--- src/rtl/cpu_pkg.sv ---
// rtl/cpu_pkg.sv - shared op encodings and state type for the HI/LO multiply/divide unit
package cpu_pkg;

    localparam logic [1:0] MD_MULT  = 2'b00;
    localparam logic [1:0] MD_MULTU = 2'b01;
    localparam logic [1:0] MD_DIV   = 2'b10;
    localparam logic [1:0] MD_DIVU  = 2'b11;

    typedef enum logic [1:0] {
        IDLE = 2'd0,
        RUN  = 2'd1,
        FIX  = 2'd2
    } md_state_t;

endpackage

--- src/rtl/md_step.sv ---
// rtl/md_step.sv - one combinational shift-add multiply or restoring divide iteration
module md_step #(
    parameter int WIDTH = 32
) (
    input  logic               is_div,
    input  logic [2*WIDTH-1:0] acc_in,
    input  logic [WIDTH-1:0]   opd,
    output logic [2*WIDTH-1:0] acc_out,
    output logic               q_bit
);

    logic [WIDTH:0] sum;
    logic [WIDTH:0] rem_sh;
    logic [WIDTH:0] diff;

    always_comb begin
        sum     = {1'b0, acc_in[2*WIDTH-1:WIDTH]} + (acc_in[0] ? {1'b0, opd} : '0);
        rem_sh  = acc_in[2*WIDTH-1:WIDTH-1];
        diff    = rem_sh - {1'b0, opd};
        q_bit   = 1'b0;
        acc_out = '0;
        if (is_div) begin
            // Quotient bit is returned separately; the vacated LSB is left at zero.
            q_bit = ~diff[WIDTH];
            if (q_bit) begin
                acc_out = {diff[WIDTH-1:0], acc_in[WIDTH-2:0], 1'b0};
            end else begin
                acc_out = {rem_sh[WIDTH-1:0], acc_in[WIDTH-2:0], 1'b0};
            end
        end else begin
            acc_out = {sum, acc_in[WIDTH-1:1]};
        end
    end

endmodule

--- src/rtl/hilo_muldiv_unit.sv ---
// rtl/hilo_muldiv_unit.sv - multicycle MULT/DIV unit owning the HI and LO registers
module hilo_muldiv_unit
    import cpu_pkg::*;
#(
    parameter int WIDTH = 32,
    parameter int CNT_W = 6
) (
    input  logic             clk,
    input  logic             reset,
    input  logic             start,
    input  logic [1:0]       op,
    input  logic [WIDTH-1:0] a_in,
    input  logic [WIDTH-1:0] b_in,
    input  logic             hi_write,
    input  logic             lo_write,
    input  logic [WIDTH-1:0] hi_in,
    input  logic [WIDTH-1:0] lo_in,
    output logic             busy,
    output logic             done,
    output logic             div_zero,
    output logic [WIDTH-1:0] hi_out,
    output logic [WIDTH-1:0] lo_out
);

    md_state_t          state_q, state_d;
    logic [CNT_W-1:0]   cnt_q, cnt_d;
    logic               is_div_q, is_div_d;
    logic               neg_res_q, neg_res_d;
    logic               neg_rem_q, neg_rem_d;
    logic [WIDTH-1:0]   opd_q, opd_d;
    logic [2*WIDTH-1:0] acc_q, acc_d;
    logic [WIDTH-1:0]   hi_q, hi_d;
    logic [WIDTH-1:0]   lo_q, lo_d;
    logic               done_q, done_d;
    logic               div_zero_q, div_zero_d;

    logic               op_signed;
    logic               op_div;
    logic [WIDTH-1:0]   abs_a;
    logic [WIDTH-1:0]   abs_b;
    logic [2*WIDTH-1:0] step_acc;
    logic               step_q;
    logic [2*WIDTH-1:0] prod;

    md_step #(.WIDTH(WIDTH)) u_step (
        .is_div  (is_div_q),
        .acc_in  (acc_q),
        .opd     (opd_q),
        .acc_out (step_acc),
        .q_bit   (step_q)
    );

    always_comb begin
        state_d    = state_q;
        cnt_d      = cnt_q;
        is_div_d   = is_div_q;
        neg_res_d  = neg_res_q;
        neg_rem_d  = neg_rem_q;
        opd_d      = opd_q;
        acc_d      = acc_q;
        hi_d       = hi_q;
        lo_d       = lo_q;
        done_d     = 1'b0;
        div_zero_d = 1'b0;

        op_signed = (op == MD_MULT) || (op == MD_DIV);
        op_div    = (op == MD_DIV) || (op == MD_DIVU);
        abs_a     = (op_signed && a_in[WIDTH-1]) ? -a_in : a_in;
        abs_b     = (op_signed && b_in[WIDTH-1]) ? -b_in : b_in;
        prod      = neg_res_q ? -acc_q : acc_q;

        case (state_q)
            IDLE: begin
                if (start) begin
                    if (op_div && (b_in == '0)) begin
                        done_d     = 1'b1;
                        div_zero_d = 1'b1;
                    end else begin
                        state_d   = RUN;
                        cnt_d     = CNT_W'(WIDTH - 1);
                        is_div_d  = op_div;
                        neg_res_d = op_signed && (a_in[WIDTH-1] ^ b_in[WIDTH-1]);
                        neg_rem_d = op_signed && a_in[WIDTH-1];
                        // Divide shifts the dividend through; multiply shifts the multiplier.
                        if (op_div) begin
                            acc_d = {{WIDTH{1'b0}}, abs_a};
                            opd_d = abs_b;
                        end else begin
                            acc_d = {{WIDTH{1'b0}}, abs_b};
                            opd_d = abs_a;
                        end
                    end
                end else begin
                    if (hi_write) hi_d = hi_in;
                    if (lo_write) lo_d = lo_in;
                end
            end
            RUN: begin
                acc_d = {step_acc[2*WIDTH-1:1], step_acc[0] | step_q};
                if (cnt_q == '0) begin
                    state_d = FIX;
                end else begin
                    cnt_d = cnt_q - 1'b1;
                end
            end
            FIX: begin
                state_d = IDLE;
                done_d  = 1'b1;
                if (is_div_q) begin
                    lo_d = neg_res_q ? -acc_q[WIDTH-1:0] : acc_q[WIDTH-1:0];
                    hi_d = neg_rem_q ? -acc_q[2*WIDTH-1:WIDTH] : acc_q[2*WIDTH-1:WIDTH];
                end else begin
                    hi_d = prod[2*WIDTH-1:WIDTH];
                    lo_d = prod[WIDTH-1:0];
                end
            end
            default: state_d = IDLE;
        endcase
    end

    always_ff @(posedge clk) begin
        if (reset) begin
            state_q    <= IDLE;
            cnt_q      <= '0;
            is_div_q   <= 1'b0;
            neg_res_q  <= 1'b0;
            neg_rem_q  <= 1'b0;
            opd_q      <= '0;
            acc_q      <= '0;
            hi_q       <= '0;
            lo_q       <= '0;
            done_q     <= 1'b0;
            div_zero_q <= 1'b0;
        end else begin
            state_q    <= state_d;
            cnt_q      <= cnt_d;
            is_div_q   <= is_div_d;
            neg_res_q  <= neg_res_d;
            neg_rem_q  <= neg_rem_d;
            opd_q      <= opd_d;
            acc_q      <= acc_d;
            hi_q       <= hi_d;
            lo_q       <= lo_d;
            done_q     <= done_d;
            div_zero_q <= div_zero_d;
        end
    end

    assign busy     = (state_q != IDLE);
    assign done     = done_q;
    assign div_zero = div_zero_q;
    assign hi_out   = hi_q;
    assign lo_out   = lo_q;

endmodule

--- config.mk ---
export PLATFORM = sky130hd
export DESIGN_NAME = hilo_muldiv_unit
export DESIGN_NICKNAME = d
export VERILOG_FILES = /design/src/rtl/cpu_pkg.sv /design/src/rtl/md_step.sv /design/src/rtl/hilo_muldiv_unit.sv
export SDC_FILE = /design/constraint.sdc
export NUM_CORES = 1
export LEC_CHECK = 0
export CAP_MARGIN = 5
export CORE_AREA = 2 2 184 186
export DETAILED_ROUTE_END_ITERATION = 10
export DIE_AREA = 0 0 186 188
export PLACE_DENSITY = 0.67
export SETUP_SLACK_MARGIN = 0.5
export SLEW_MARGIN = 20
export SYNTH_ARGS = -nofsm -noshare
export SYNTH_HDL_FRONTEND = slang
export SYNTH_SLANG_ARGS = --single-unit
export TNS_END_PERCENT = 30
--- constraint.sdc ---
create_clock -name clk -period 8.05 [get_ports clk]
set_clock_uncertainty 0.1 [all_clocks]
set_input_delay 1.61 -clock clk [delete_from_list [all_inputs] [get_ports clk]]
set_output_delay 1.61 -clock clk [all_outputs]
set_load 0.05 [all_outputs]
======== Word level (Yosys, flattened, before mapping) ========
Cells that the tools add are included.
word-level totals
  register bits after elaboration ......... 173
  output and inout bits ................... 67
cells by class
  muxes and demuxes ....................... 33
  reduce and logical (&&, ||, !) cells .... 20
  equality and inequality tests ........... 11
  bitwise gates (word level) .............. 5
  add/sub/neg operators ................... 8
operators by type and width
  cell                                                                 count
  32-bit 2-to-1 mux                                                    13
  64-bit 2-to-1 mux                                                    5
  32-bit negator                                                       4
  32-bit one-hot mux with 2 select lines                               2
  64-bit one-hot mux with 2 select lines                               1
  64-bit negator                                                       1
  32-bit by 33-bit adder with 33-bit output                            1
  33-bit by 32-bit subtractor with 33-bit output                       1
  32-bit zero test                                                     1
  6-bit 2-to-1 mux                                                     3
  3-bit AND reduction                                                  5
  2-bit inequality test (second input constant)                        7
  6-bit one-hot mux with 2 select lines                                1
  2-bit == test (second input constant)                                3
  6-bit zero test                                                      1
  2-bit 2-to-1 mux                                                     3
  2-bit nonzero test                                                   3
  6-bit by 1-bit subtractor with 6-bit output (second input constant)  1
  1-bit logical AND                                                    4
  2-bit zero test                                                      2
  2-bit one-hot mux with 2 select lines                                1
  4-bit AND reduction                                                  1
  1-bit 2-to-1 mux                                                     3
  1-bit inverter                                                       3
  6 further kinds                                                      7

======== Longest topological paths before layout ========
  word-level depth ........................ 8
  depth in mapped cells ................... 16

======== Hierarchy ========
From an unflattened synthesis, not the netlist that was laid out.
unflattened totals
  cell total of the unflattened synthesis .. 2,039
  area, all modules ....................... 15,547.4 µm²
modules (own cells, without submodules)
  module            cells each  instances  area each (µm²)
  hilo_muldiv_unit  1,354       1          10,866.7
  md_step           685         1          4,680.7

======== Worst setup path before layout ========
OpenSTA, ideal clock, no wires.
  kind .................................... in2reg
  start ................................... input b_in[11]
  end ..................................... register cnt_q[4]
  stages .................................. 12
  library setup time ...................... 0.132 ns
  required time ........................... 7.818 ns
  setup slack ............................. 3.640 ns
  arrival ................................. 4.177 ns
  cells stage by stage .................... or3_1 -> or3_1 -> clkbuf_1 -> nor3_1 -> nand3b_1 -> and3_1 -> clkbuf_1 -> a21oi_1 -> nand2b_1 -> or3_1 -> xor2_1 -> a21oi_1
between the ends
  cells in the longest elaborated chain, start to end .. 4
ends and longest elaborated chain
  item                             line                     RTL
  from (decl)                      hilo_muldiv_unit.sv:13   input logic [WIDTH-1:0] b_in,
  32-bit zero test                 hilo_muldiv_unit.sv:75   if (op_div && (b_in == '0)) begin
  1-bit logical AND                hilo_muldiv_unit.sv:75
  2-bit inequality test (no line)  n/a
  4-bit AND reduction (no line)    n/a
  to (signal assigned)             hilo_muldiv_unit.sv:136  cnt_q <= cnt_d;
  to (decl)                        hilo_muldiv_unit.sv:26   logic [CNT_W-1:0] cnt_q, cnt_d;
No other way between the ends.
A chain may end at the register's enable or synchronous reset.

======== Final worst setup path ========
  start ................................... input b_in[0]
  end ..................................... register cnt_q[4]
Same word-level chain as after synthesis.

==> implementation parameters <==
Parameter                              Value

Status
  Result of the run    finished, final reports clean

Route
  Count of TritonRoute iterations in the first routing pass    6
  Routed Wire Length    48700 um
  Number of routed nets with antenna violations    0
  Per-cell routed wire length    19.43 um
  DRC violations left    0
  Vias post-DR    14720
  Number of DRC markers after the initial detailed-route iteration    1399
  Number of vias per cell after detailed routing    5.872

Worst hold path
  Hold WC Path Type    flop to flop
  Hold Path Cell Cnt    2
  Worst min-delay path startpoint    opd_q[10]
  Sink of the worst hold path    opd_q[10]

Floorplan
  Die Span Y    188 um
  Initial core utilization    44.06%
  Die footprint    between 30000 and 40000 um2
  Horizontal extent of the die    approximately 190 um
  Standard-cell rows    67
  Boundary pin count    202
  Area inside the core boundary    33110 um2

Critical path
  Class of the most critical setup path    primary input to flop
  Critical-path cell list    clkdlybuf4s50_1 -> inv_1 -> ha_1 -> nor2b_1 -> nand4_1 -> nor3_1 -> nand3b_1 -> and3_1 -> buf_4 -> a21oi_1 -> nand2b_1 -> or3_1 -> xor2_1 -> a21oi_1
  CP arrival    5.25 ns
  Worst path slowest cell    sky130_fd_sc_hd__nor3_1
  Critical R2R Capture    acc_q[49]
  Logic depth of the worst register-to-register path    14
  Critical Path Most Common Cell    sky130_fd_sc_hd__a21oi_1
  Data required time of the critical path    8.24 ns
  CP Max Fanout    28
  Type of element launching the critical path    primary input
  Crit path largest cell delay    between 0.5 and 0.6 ns
  Register-to-Register Setup Slack    between 3 and 4 ns
  Launching point of the worst reg2reg path    acc_q[31]
  Crit path capture type    flop

Yosys
  Post-synthesis area per instance    about 7.5 um2
  Synth top area cells    sky130_fd_sc_hd__dfxtp_1 24%, sky130_fd_sc_hd__mux2i_1 8.0%, sky130_fd_sc_hd__xnor2_1 6.3%
  Warning count from the yosys run    0
  Most frequently used cell type in the post-synthesis netlist    sky130_fd_sc_hd__nor2_1
  Portion of synthesized cell area occupied by the leading cell type    23.74%
  Number of distinct library cells after synthesis    69
  Sequential share of the synthesized area    about a quarter
  Post-synth top flop    sky130_fd_sc_hd__dfxtp_1
  Gate count after technology mapping    1943
  Number of synthesized flops with an enable pin    0
  Post-Synthesis Net Count    2150
  Leading area contributor after synthesis    sky130_fd_sc_hd__dfxtp_1
  Area of the mapped netlist    14590 um2
  Synth top cells by count    228 x sky130_fd_sc_hd__nor2_1, 173 x sky130_fd_sc_hd__dfxtp_1, 150 x sky130_fd_sc_hd__nand2_1, 148 x sky130_fd_sc_hd__a21oi_1, 135 x sky130_fd_sc_hd__o21ai_0
  Proportion of synthesized flip-flops having asynchronous set or reset    0%
  Number of register bits inferred by synthesis    ~170

Timing
  Minimum period implied by the final worst setup slack    5.059 ns
  Final Hold Fails    0
  Final Slew Violations    0
  Relative max-transition margin    36.44%
  Share of the clock period used by the worst path after layout    roughly 63%
  Setup repair after global routing missed its margin    false
  Number of failing setup endpoints in the final timing report    0
  Setup TNS Final    0 ns
  Slew at the pin closest to its max-slew limit    0.9534 ns
  Maximum clock frequency    197.7 MHz

Power and ir drop
  Leakage power of the design    between 0.006 and 0.007 uW
  Peak supply drop    about 0.17 mV
  Power per Cell Area    168.3 nW/um2

Clock tree
  Maximum level of the CTS H-tree    4
  Number of setup buffers added after CTS    0
  Sink Count    173
  Root buffer selected by CTS    sky130_fd_sc_hd__clkbuf_16
  Clock-pin slew of the registers on the worst-case setup and hold paths    0.07 ns
  Hold-fix buffers at CTS    0
  Clock tree from TritonCTS    done
  Clock network latency to the later pin of the worst-skew pair    0.45 ns
  Number of buffers added by the clock tree synthesis step    17
  Clk buf depth    2
  Post-cts resize count    0

Final layout
  Fraction of layout instances using a drive strength above 1    under 10%
  Area grow syn2layout    19.40%
  Final nets    2253
  Util after Layout    52.61%

Placement
  Final estimated routing congestion in global placement    0.9567
  Detailed Place HPWL    36560 um
  PortBufs    201

Global route
  Global-route usage over all layers    27.35%
  Antenna violations before repair    2
  Overflow after GRT    0
  Global-route wire length before repair    75680 um
  Pin count of the biggest net entering global routing    82
  Via count of the first global-routing pass    13800

Run
  Maxcap violations    0
==> worst max path at each step <==
| stage | depth (start not counted) | startpoint | endpoint |
|---|---|---|---|
| after global placement | 12 | b_in[11] | cnt_q[4] |
| after detailed placement | 14 | b_in[0] | cnt_q[4] |
| final | 14 | b_in[0] | cnt_q[4] |
| after floorplan | 12 | b_in[11] | cnt_q[4] |
| after CTS | 14 | b_in[0] | cnt_q[4] |
| after global routing | 14 | b_in[0] | cnt_q[4] |
==> cells by family (layout without fill, tap and decap cells) <==
group | Yosys count | count (layout) | share of synthesized area (%)
multiplexers | 125 | 125 | 8.645
AO/OA/AOI/OAI | 593 | 593 | 26.28
XOR/XNOR | 178 | 178 | 10.69
other | 0 | 2 | 0
buffers and inverters | 203 | 317 | 5.360
AND/OR/NAND/NOR | 599 | 599 | 19.01
flip-flops | 173 | 173 | 23.74
adder cells (fa/ha/maj) | 72 | 72 | 6.278
==> layout make-up <==
class	instances	area, um2
multi-input cells	1567	10390
diodes	2	5.005
clock buffers	18	439.2
flip-flops and latches	173	3465
fillers	3179	15690
clock inverters	12	161.4
inverters	67	251.5
repair buffers	220	2147
well taps	448	560.5
==> placed cells by master, fill, tap and decap left out, drive strengths merged, types with 10 or more instances in the layout <==
cell type,synthesis,final
clkbuf,118,18
clkdlybuf4s50,0,199
o41ai,15,15
or4,16,16
nand4,18,18
a31oi,16,16
a22oi,19,19
or3,26,26
nand3,29,29
buf,18,21
dfxtp,173,173
nor2b,17,17
nand2,150,150
inv,67,71
nor3,52,52
o21ai,135,135
a21oi,148,148
o31ai,29,29
nand2b,18,18
a211oi,90,90
ha,70,70
xor2,73,73
xnor2,105,105
o22ai,10,10
mux2i,117,117
o211ai,41,41
a21o,33,33
nor2,228,228
==> stage by stage <==
step	setup WS (ns)	hold WS, ns	cells	total power (uW)	area (um2)
after global routing	2.740	0.3752	2505	3073	17410
after detailed placement	2.649	0.3477	2475	2053	16810
after floorplan	3.640	0.3319	1943	1721	14590
after CTS	3.104	0.3575	2505	2928	17410
final	2.991	0.3552	2507	2932	17420
after global placement	2.813	0.3434	2475	2038	16810
==> where the power goes <==
group	switching (uW)	internal (uW)
sequential	83.6	927
clock	384	498
combinational	625	415
total	1090	1840
==> worst max-delay path: cells and delay by family <==
family,cells,cell delay (ns)
AO/OA/AOI/OAI,2,0.56
XOR/XNOR,1,0.15
adder cells (fa/ha/maj),1,0.19
buffers and inverters,3,0.78
AND/OR/NAND/NOR,7,1.94
==> per-layer routing <==
| metal | vias up | wire [um] | GRT usage [%] |
|---|---|---|---|
| met3 | 89 | 3454 | 3.574 |
| li1 | 7230 | - | - |
| met4 | 0 | 1370 | 9.328 |
| met2 | 569 | 21810 | 43.24 |
| met5 | - | 0 | 0 |
| met1 | 6832 | 22070 | 38.12 |
==> sequential cells by signal, summed over array words and instances (netlist names) <==
| name | cells |
|---|---|
| div_zero | 1 |
| opd_q | 32 |
| lo_out | 32 |
| neg_res_q | 1 |
| neg_rem_q | 1 |
| hi_out | 32 |
| is_div_q | 1 |
| acc_q | 64 |
| state_q | 2 |
| done | 1 |
| cnt_q | 6 |
No activity file was read; power rests on OpenSTA's default activity.
